$ cat src/rtl/serial_pkg.sv
// serial_pkg: shared UART receiver state encoding and default bit timing.
package serial_pkg;
    localparam logic [15:0] WTIME_DEFAULT = 16'h0364;
    typedef enum logic [2:0] {IDLE, START, DATA, STOP, WAIT_HIGH} rx_state_t;
endpackage

$ cat src/rtl/sync_ff.sv
// sync_ff: two-stage synchronizer with a selectable reset value.
module sync_ff #(
    parameter logic RST_VAL = 1'b1
) (
    input  logic clk,
    input  logic nrst,
    input  logic d,
    output logic q
);
    logic [1:0] s;
    always_ff @(posedge clk or negedge nrst)
        if (!nrst) s <= {2{RST_VAL}};
        else       s <= {s[0], d};
    assign q = s[1];
endmodule

$ cat src/rtl/uart_rx_core.sv
// uart_rx_core: 8N1 UART receiver with a one-entry output buffer,
// frame-error and overrun pulses.
module uart_rx_core import serial_pkg::*; #(
    parameter logic [15:0] WTIME = WTIME_DEFAULT
) (
    input  logic       clk,
    input  logic       nrst,
    input  logic       uart_txd_in,
    output logic [7:0] o_data,
    output logic       o_valid,
    input  logic       o_ready,
    output logic       o_frame_err,
    output logic       o_overrun
);
    localparam logic [15:0] HALF = WTIME >> 1;
    rx_state_t   state, state_nx;
    logic        rxd, rxd_q, tick, done, ferr;
    logic [15:0] cnt, lim;
    logic [2:0]  bits;
    logic [7:0]  shreg;
    sync_ff #(.RST_VAL(1'b1)) u_sync (.clk(clk), .nrst(nrst), .d(uart_txd_in), .q(rxd));
    // the start bit is sampled at half period, every later bit one full period on
    assign lim  = (state == START) ? HALF : WTIME;
    assign tick = (cnt == lim - 16'd1);
    always_comb begin
        state_nx = state;
        done     = 1'b0;
        ferr     = 1'b0;
        case (state)
            IDLE:      state_nx = (rxd_q && !rxd) ? START : IDLE;
            START:     state_nx = !tick ? START : (rxd ? IDLE : DATA);
            DATA:      state_nx = (tick && bits == 3'd7) ? STOP : DATA;
            STOP: begin
                state_nx = !tick ? STOP : (rxd ? IDLE : WAIT_HIGH);
                done     = tick && rxd;
                ferr     = tick && !rxd;
            end
            WAIT_HIGH: state_nx = rxd ? IDLE : WAIT_HIGH;
            default:   state_nx = IDLE;
        endcase
    end
    always_ff @(posedge clk or negedge nrst) begin
        if (!nrst) begin
            state <= IDLE;
            rxd_q <= 1'b1;
            cnt   <= '0;
            bits  <= '0;
            shreg <= '0;
        end else begin
            state <= state_nx;
            rxd_q <= rxd;
            cnt   <= (state == IDLE || state == WAIT_HIGH || tick) ? 16'd0 : cnt + 16'd1;
            bits  <= (state == IDLE) ? 3'd0 : (state == DATA && tick) ? bits + 3'd1 : bits;
            shreg <= (state == DATA && tick) ? {rxd, shreg[7:1]} : shreg;
        end
    end
    // a byte completing in the same cycle the old one is taken replaces it
    always_ff @(posedge clk or negedge nrst) begin
        if (!nrst) begin
            o_data      <= '0;
            o_valid     <= 1'b0;
            o_frame_err <= 1'b0;
            o_overrun   <= 1'b0;
        end else begin
            o_frame_err <= ferr;
            o_overrun   <= done && o_valid && !o_ready;
            if (done && (!o_valid || o_ready)) begin
                o_data  <= shreg;
                o_valid <= 1'b1;
            end else if (o_valid && o_ready) begin
                o_valid <= 1'b0;
            end
        end
    end
endmodule
$ cat config.mk
export PLATFORM = sky130hd
export DESIGN_NAME = uart_rx_core
export DESIGN_NICKNAME = d
export VERILOG_FILES = /design/src/rtl/serial_pkg.sv /design/src/rtl/sync_ff.sv /design/src/rtl/uart_rx_core.sv
export SDC_FILE = /design/constraint.sdc
export NUM_CORES = 1
export LEC_CHECK = 0
export ABC_CLOCK_PERIOD_IN_PS = 3500
export BUFFER_PORTS_ARGS = -buffer_cell sky130_fd_sc_hd__buf_2
export CELL_PAD_IN_SITES_DETAIL_PLACEMENT = 2
export CELL_PAD_IN_SITES_GLOBAL_PLACEMENT = 2
export CORE_AREA = 5 5 77 79
export CTS_BUF_LIST = sky130_fd_sc_hd__clkbuf_4 sky130_fd_sc_hd__clkbuf_8 sky130_fd_sc_hd__clkbuf_16
export DETAILED_ROUTE_END_ITERATION = 10
export DIE_AREA = 0 0 82 84
export GPL_ROUTABILITY_DRIVEN = 0
export PLACE_DENSITY_LB_ADDON = 0.1
export SYNTH_ARGS = -nofsm -noshare
export SYNTH_HDL_FRONTEND = slang
export SYNTH_SLANG_ARGS = --single-unit
$ cat constraint.sdc
create_clock -name clk -period 3.5 [get_ports clk]
set_input_delay 0.7 -clock clk [delete_from_list [all_inputs] [get_ports clk]]
set_output_delay 0.7 -clock clk [all_outputs]
set_load 0.1 [all_outputs]
* Word-level counts from Yosys, hierarchy flattened
Cells that the tools add are included.
** Storage, ports and cells
- Register bits after elaboration :: 44
- Input bits :: 4
- Output and inout port bits :: 11
- Word-level logic and storage cells :: 52
** Operators by class
- $add $sub $neg :: 3
- Equality and inequality tests :: 6
- Muxes and demuxes :: 15
- Reductions and logical operators :: 18
** Operator list (count)
- $add 16x1->16 const B :: 1
- $eq 16x16->1 :: 1
- $mux 16 :: 1
- $pmux 3 s5 :: 1
- $mux 3 :: 4
- $sub 10x1->11 const B :: 1
- $mux 10 :: 1
- $logic_and 1x1->1 :: 9
- $eq 3x2->1 const B :: 2
- $eq 3x3->1 const B :: 2
- $mux 1 :: 6
- $mux 2 :: 2
- $reduce_bool 2->1 :: 2
- $add 3x1->3 const B :: 1
- $eq 3x1->1 const B :: 1
- $logic_not 1->1 :: 3
- $logic_not 3->1 :: 1
- $logic_or 1x1->1 :: 3

* Longest topological paths before layout
- Depth after elaboration :: 8
- Gate-level depth with buffers :: 6

* By module
A second synthesis with hierarchy kept.
** Unflattened totals
- Cells, all modules :: 172
- Area total of the unflattened synthesis :: 2053.2 um^2
** By module, submodules not included
- uart_rx_core :: times used 1, cells an instance 170, area each 2000.7 um^2, sequential area each 1052.3 um^2
- sync_ff :: times used 1, cells an instance 2, area each 52.6 um^2, sequential area each 52.6 um^2

* Worst setup path before layout
OpenSTA, ideal clock, no wires.
- Path type :: register to register
- Start point :: register state[1]
- End point :: register o_data[0]
- Library setup time :: 125 ps
- Arrival :: 2134 ps
- Required time :: 3375 ps
- Path slack :: 1241 ps
- Cell stages (with the launch flop) :: 5
- Path through :: dfrtp_1 > or3b_1 > or3_4 > a2111oi_4 > mux2_2
** On the way
- Cells in the longest elaborated chain, start to end :: 7
- Elaborated cells on any way between the ends :: 8
** Ends and longest elaborated chain
- from (decl) :: line uart_rx_core.sv:16 : rx_state_t state, state_nx;
- from (signal assigned) :: line uart_rx_core.sv:50 : state <= state_nx;
- $eq 3x1->1 :: line uart_rx_core.sv:23 : assign lim = (state == START) ? HALF : WTIME;
- $mux 10 :: line uart_rx_core.sv:23
- $sub 10x1->11 :: line uart_rx_core.sv:24 : assign tick = (cnt == lim - 16'd1);
- $eq 16x16->1 :: line uart_rx_core.sv:24
- $logic_and 1x1->1 :: line uart_rx_core.sv:35 : done = tick && rxd;
- $mux 1 * :: line uart_rx_core.sv:29 : case (state)
- $logic_and 1x1->1 * :: line uart_rx_core.sv:67 : if (done && (!o_valid || o_ready)) begin
- to (signal assigned) :: line uart_rx_core.sv:68 : o_data <= shreg;
- to (decl) :: line uart_rx_core.sv:9 : output logic [7:0] o_data,
Every way passes the cells marked *; elsewhere a longest branch is shown, timed or not.
A chain may end at the register's enable or synchronous reset.

* Final worst setup path
- Start point :: register state[1]
- End point :: register o_data[1]
Same word-level chain as after synthesis.

==> results.yml <==
run_status:
  outcome: "completed"
power:
  powerDensity_nw_per_um2: 450.2
  power.total_mw: 1.019
  vdd_drop_max_v: 0.0002128
  p_leak_nw: 1.045
finish:
  final_util: 0.4293
  layout-drive-gt1-share: 0.2698
  syn_to_final_growth_pct: 12.51
  final_nets: 195
  diodes: 0
  final-instance-count-excl-fill: 261
  nFillCells: 569
setup_path:
  crit_type: "reg -> reg"
  critPathCaptureType: "flip-flop"
  cp_max_fo: 8
  startpoint_type: "flip-flop"
  critPathArrivalTime_ns: 2.65
  slowest_delay_ns: 0.66
  path_cells: "or3b_1, or3_4, a2111oi_4, mux2_2"
  cp_slowest_cell: "a2111oi_4"
  cp.required_ns: 3.69
timing:
  timing.final.ws_setup_ns: 1.038
  slew_headroom: 0.3310
  hold_viol: 0
  slew_viol_final: 0
  worst_pin_slew_ns: 1.004
  fin_tns_setup_ns: 0
  skew_ns: 0.005968
  final.period_utilization: 0.7036
  rsz0062_at_grt: "no"
  fmax_mhz: 406.1
  final-setup-viol-count: 0
  min_period_ns: 2.462
floorplanning:
  ios: 15
  dieHeight_um: 84
  start_util: 0.3815
  dieArea_um2: 6888
  placementRows: 27
  die_x_um: 82
  coreArea_um2: 5270
route:
  routed_wl_um: 4517
  wl_met2_um: 2459
  drc: 0
  first_pass_iters: 2
  drtAntennaViolNets: 0
  vias: 1393
  wl_met1_um: 1838
  first_iter_violations: 47
  met3_length_um: 121
  wl_per_cell_um: 17.31
  top_layer: "met4"
  detail_route.vias_per_cell: 5.337
grt:
  grt_max_degree: 45
  grt_pass1_wl_um: 8135
  grt_antenna_before_repair: 0
  overflow: 0
  grt_pass1_vias: 1671
  grtUsageTotal: 0.1547
clock_network:
  clk_path_buf_depth: 2
  cts_hold_buffers: 0
  clkTransAtPathRegs_ns: 0.09
  numCtsBuffers: 5
  clk_latency_ns: 0.29
  cts_tree: "yes"
  cts_root_buf: "clkbuf_8"
  post-cts-setup-buffer-count: 0
  cts_resized: 0
  clock_sink_count: 44
  htreeDepth: 2
synthesis:
  synth_cells: 169
  yosys_warnings: 0
  syn_nets: 176
  ys_ff_latch: 44
  avgSynthCellArea_um2: 11.90
  ys_seq_area_frac: 0.5495
  syn_area_um2: 2011
  ys_types: 34
job:
  maxCapViolCount: 0
place:
  place_inst: 253
  dp_worst_setup_slack_ns: 1.001
  io_buffers: 14
  hpwlAfterDp_um: 3289
min_path:
  hold_class: "reg -> reg"
-- cell usage after synthesis (all sizes together) --
library cell	number	area, um2
a2111oi	1	27.53
a211oi	2	15.01
a21oi	1	5.000
a31o	2	17.52
a31oi	1	6.260
and3	4	25.02
and4	2	17.52
buf	1	5.000
clkbuf	4	15.01
dfrtp	41	1026
dfstp	3	78.83
ha	3	37.54
inv	4	15.01
mux2	18	202.7
mux2i	3	30.03
nand2	5	18.77
nand2b	4	25.02
nand3	8	40.04
nand4	5	31.28
nand4bb	1	11.26
nor2	6	22.52
nor2b	3	18.77
nor3	21	105.1
nor3b	2	15.01
nor4	3	18.77
nor4b	1	8.760
nor4bb	1	10.01
o21ai	1	5.000
or3	3	23.77
or3b	1	8.760
or4b	1	10.01
xnor2	8	70.07
xor2	5	43.79
-- power breakdown --
| group | internal (mW) | switching [mW] |
|---|---|---|
| combinational | 0.0480 | 0.0590 |
| clock | 0.147 | 0.174 |
| sequential | 0.540 | 0.0506 |
| total | 0.735 | 0.283 |
-- path summary, 6_finish.rpt --
check / from / endpoint / slack [ns] / cells after the start
max: state[1]$_DFF_PN0_ / o_data[1]$_DFFE_PN0P_ / 1.04 / 4
min: u_sync.s[0]$_DFF_PN1_ / u_sync.s[1]$_DFF_PN1_ / 0.36 / 0
max reg2reg: state[1]$_DFF_PN0_ / o_data[1]$_DFFE_PN0P_ / 1.04 / 4
min reg2reg: u_sync.s[0]$_DFF_PN1_ / u_sync.s[1]$_DFF_PN1_ / 0.36 / 0
max in group asynchronous: nrst / cnt[15]$_DFF_PN0_ / 2.30 / 1
min in group asynchronous: nrst / cnt[13]$_DFF_PN0_ / 0.56 / 1
-- routing by layer --
| metal | vias up | track usage |
|---|---|---|
| li1 | 646 | - |
| met4 | 0 | 0.06193 |
| met1 | 726 | 0.1766 |
| met3 | 8 | 0.04752 |
| met2 | 13 | 0.2630 |
| met5 | - | 0 |
-- registers in the layout, indices dropped and copies added, names as in the netlist --
name,cells
o_overrun,1
bits,3
o_frame_err,1
o_valid,1
cnt,16
rxd_q,1
o_data,8
shreg,8
state,3
u_sync.s,2
-- worst max-delay path: cells and delay by family, from the launching register on --
family	cells	cell delay (ns)
flops	1	0.45
compound gates	1	0.66
mux	1	0.41
simple gates	2	0.83
-- area by class of cell --
cell class | instances | area [um2] | share of cell area
clock buffers | 6 | 76.32 | 0.03374
clock inverters | 2 | 12.51 | 0.005531
inverters | 4 | 15.01 | 0.006637
multi-input cells | 116 | 870.8 | 0.3850
flip-flops and latches | 44 | 1105 | 0.4884
well taps | 72 | 90.09 | 0.03982
repair buffers | 17 | 92.59 | 0.04093
-- metrics by stage --
step / hold slack [ns] / instance area [um2]
final: 0.3619 / 2262
after global routing: 0.3724 / 2262
after detailed placement: 0.3522 / 2173
after floorplan: 0.3452 / 2011
after global placement: 0.3453 / 2173
after CTS: 0.3658 / 2262
-- cell families (layout without fill, tap and decap cells) --
family | Yosys count | count (layout) | synth area share
AO/OA/AOI/OAI | 8 | 8 | 0.03796
buffers and inverters | 9 | 29 | 0.01742
multiplexers | 21 | 21 | 0.1157
XOR/XNOR | 13 | 13 | 0.05663
flip-flops | 44 | 44 | 0.5495
AND/OR/NAND/NOR | 71 | 71 | 0.2041
adder cells (fa/ha/maj) | 3 | 3 | 0.01867
-- cell usage in the layout, fill, tap and decap left out, drive strengths merged, types with 2 or more instances in the layout --
cell / netlist / final
a211oi: 2 / 2
a31o: 2 / 2
and3: 4 / 4
and4: 2 / 2
buf: 1 / 17
clkbuf: 4 / 6
dfrtp: 41 / 41
dfstp: 3 / 3
ha: 3 / 3
inv: 4 / 4
mux2: 18 / 18
mux2i: 3 / 3
nand2: 5 / 5
nand2b: 4 / 4
nand3: 8 / 8
nand4: 5 / 5
nor2: 6 / 6
nor2b: 3 / 3
nor3: 21 / 21
nor3b: 2 / 2
nor4: 3 / 3
or3: 3 / 3
xnor2: 8 / 8
xor2: 5 / 5
(Power assumes the default switching activity.)
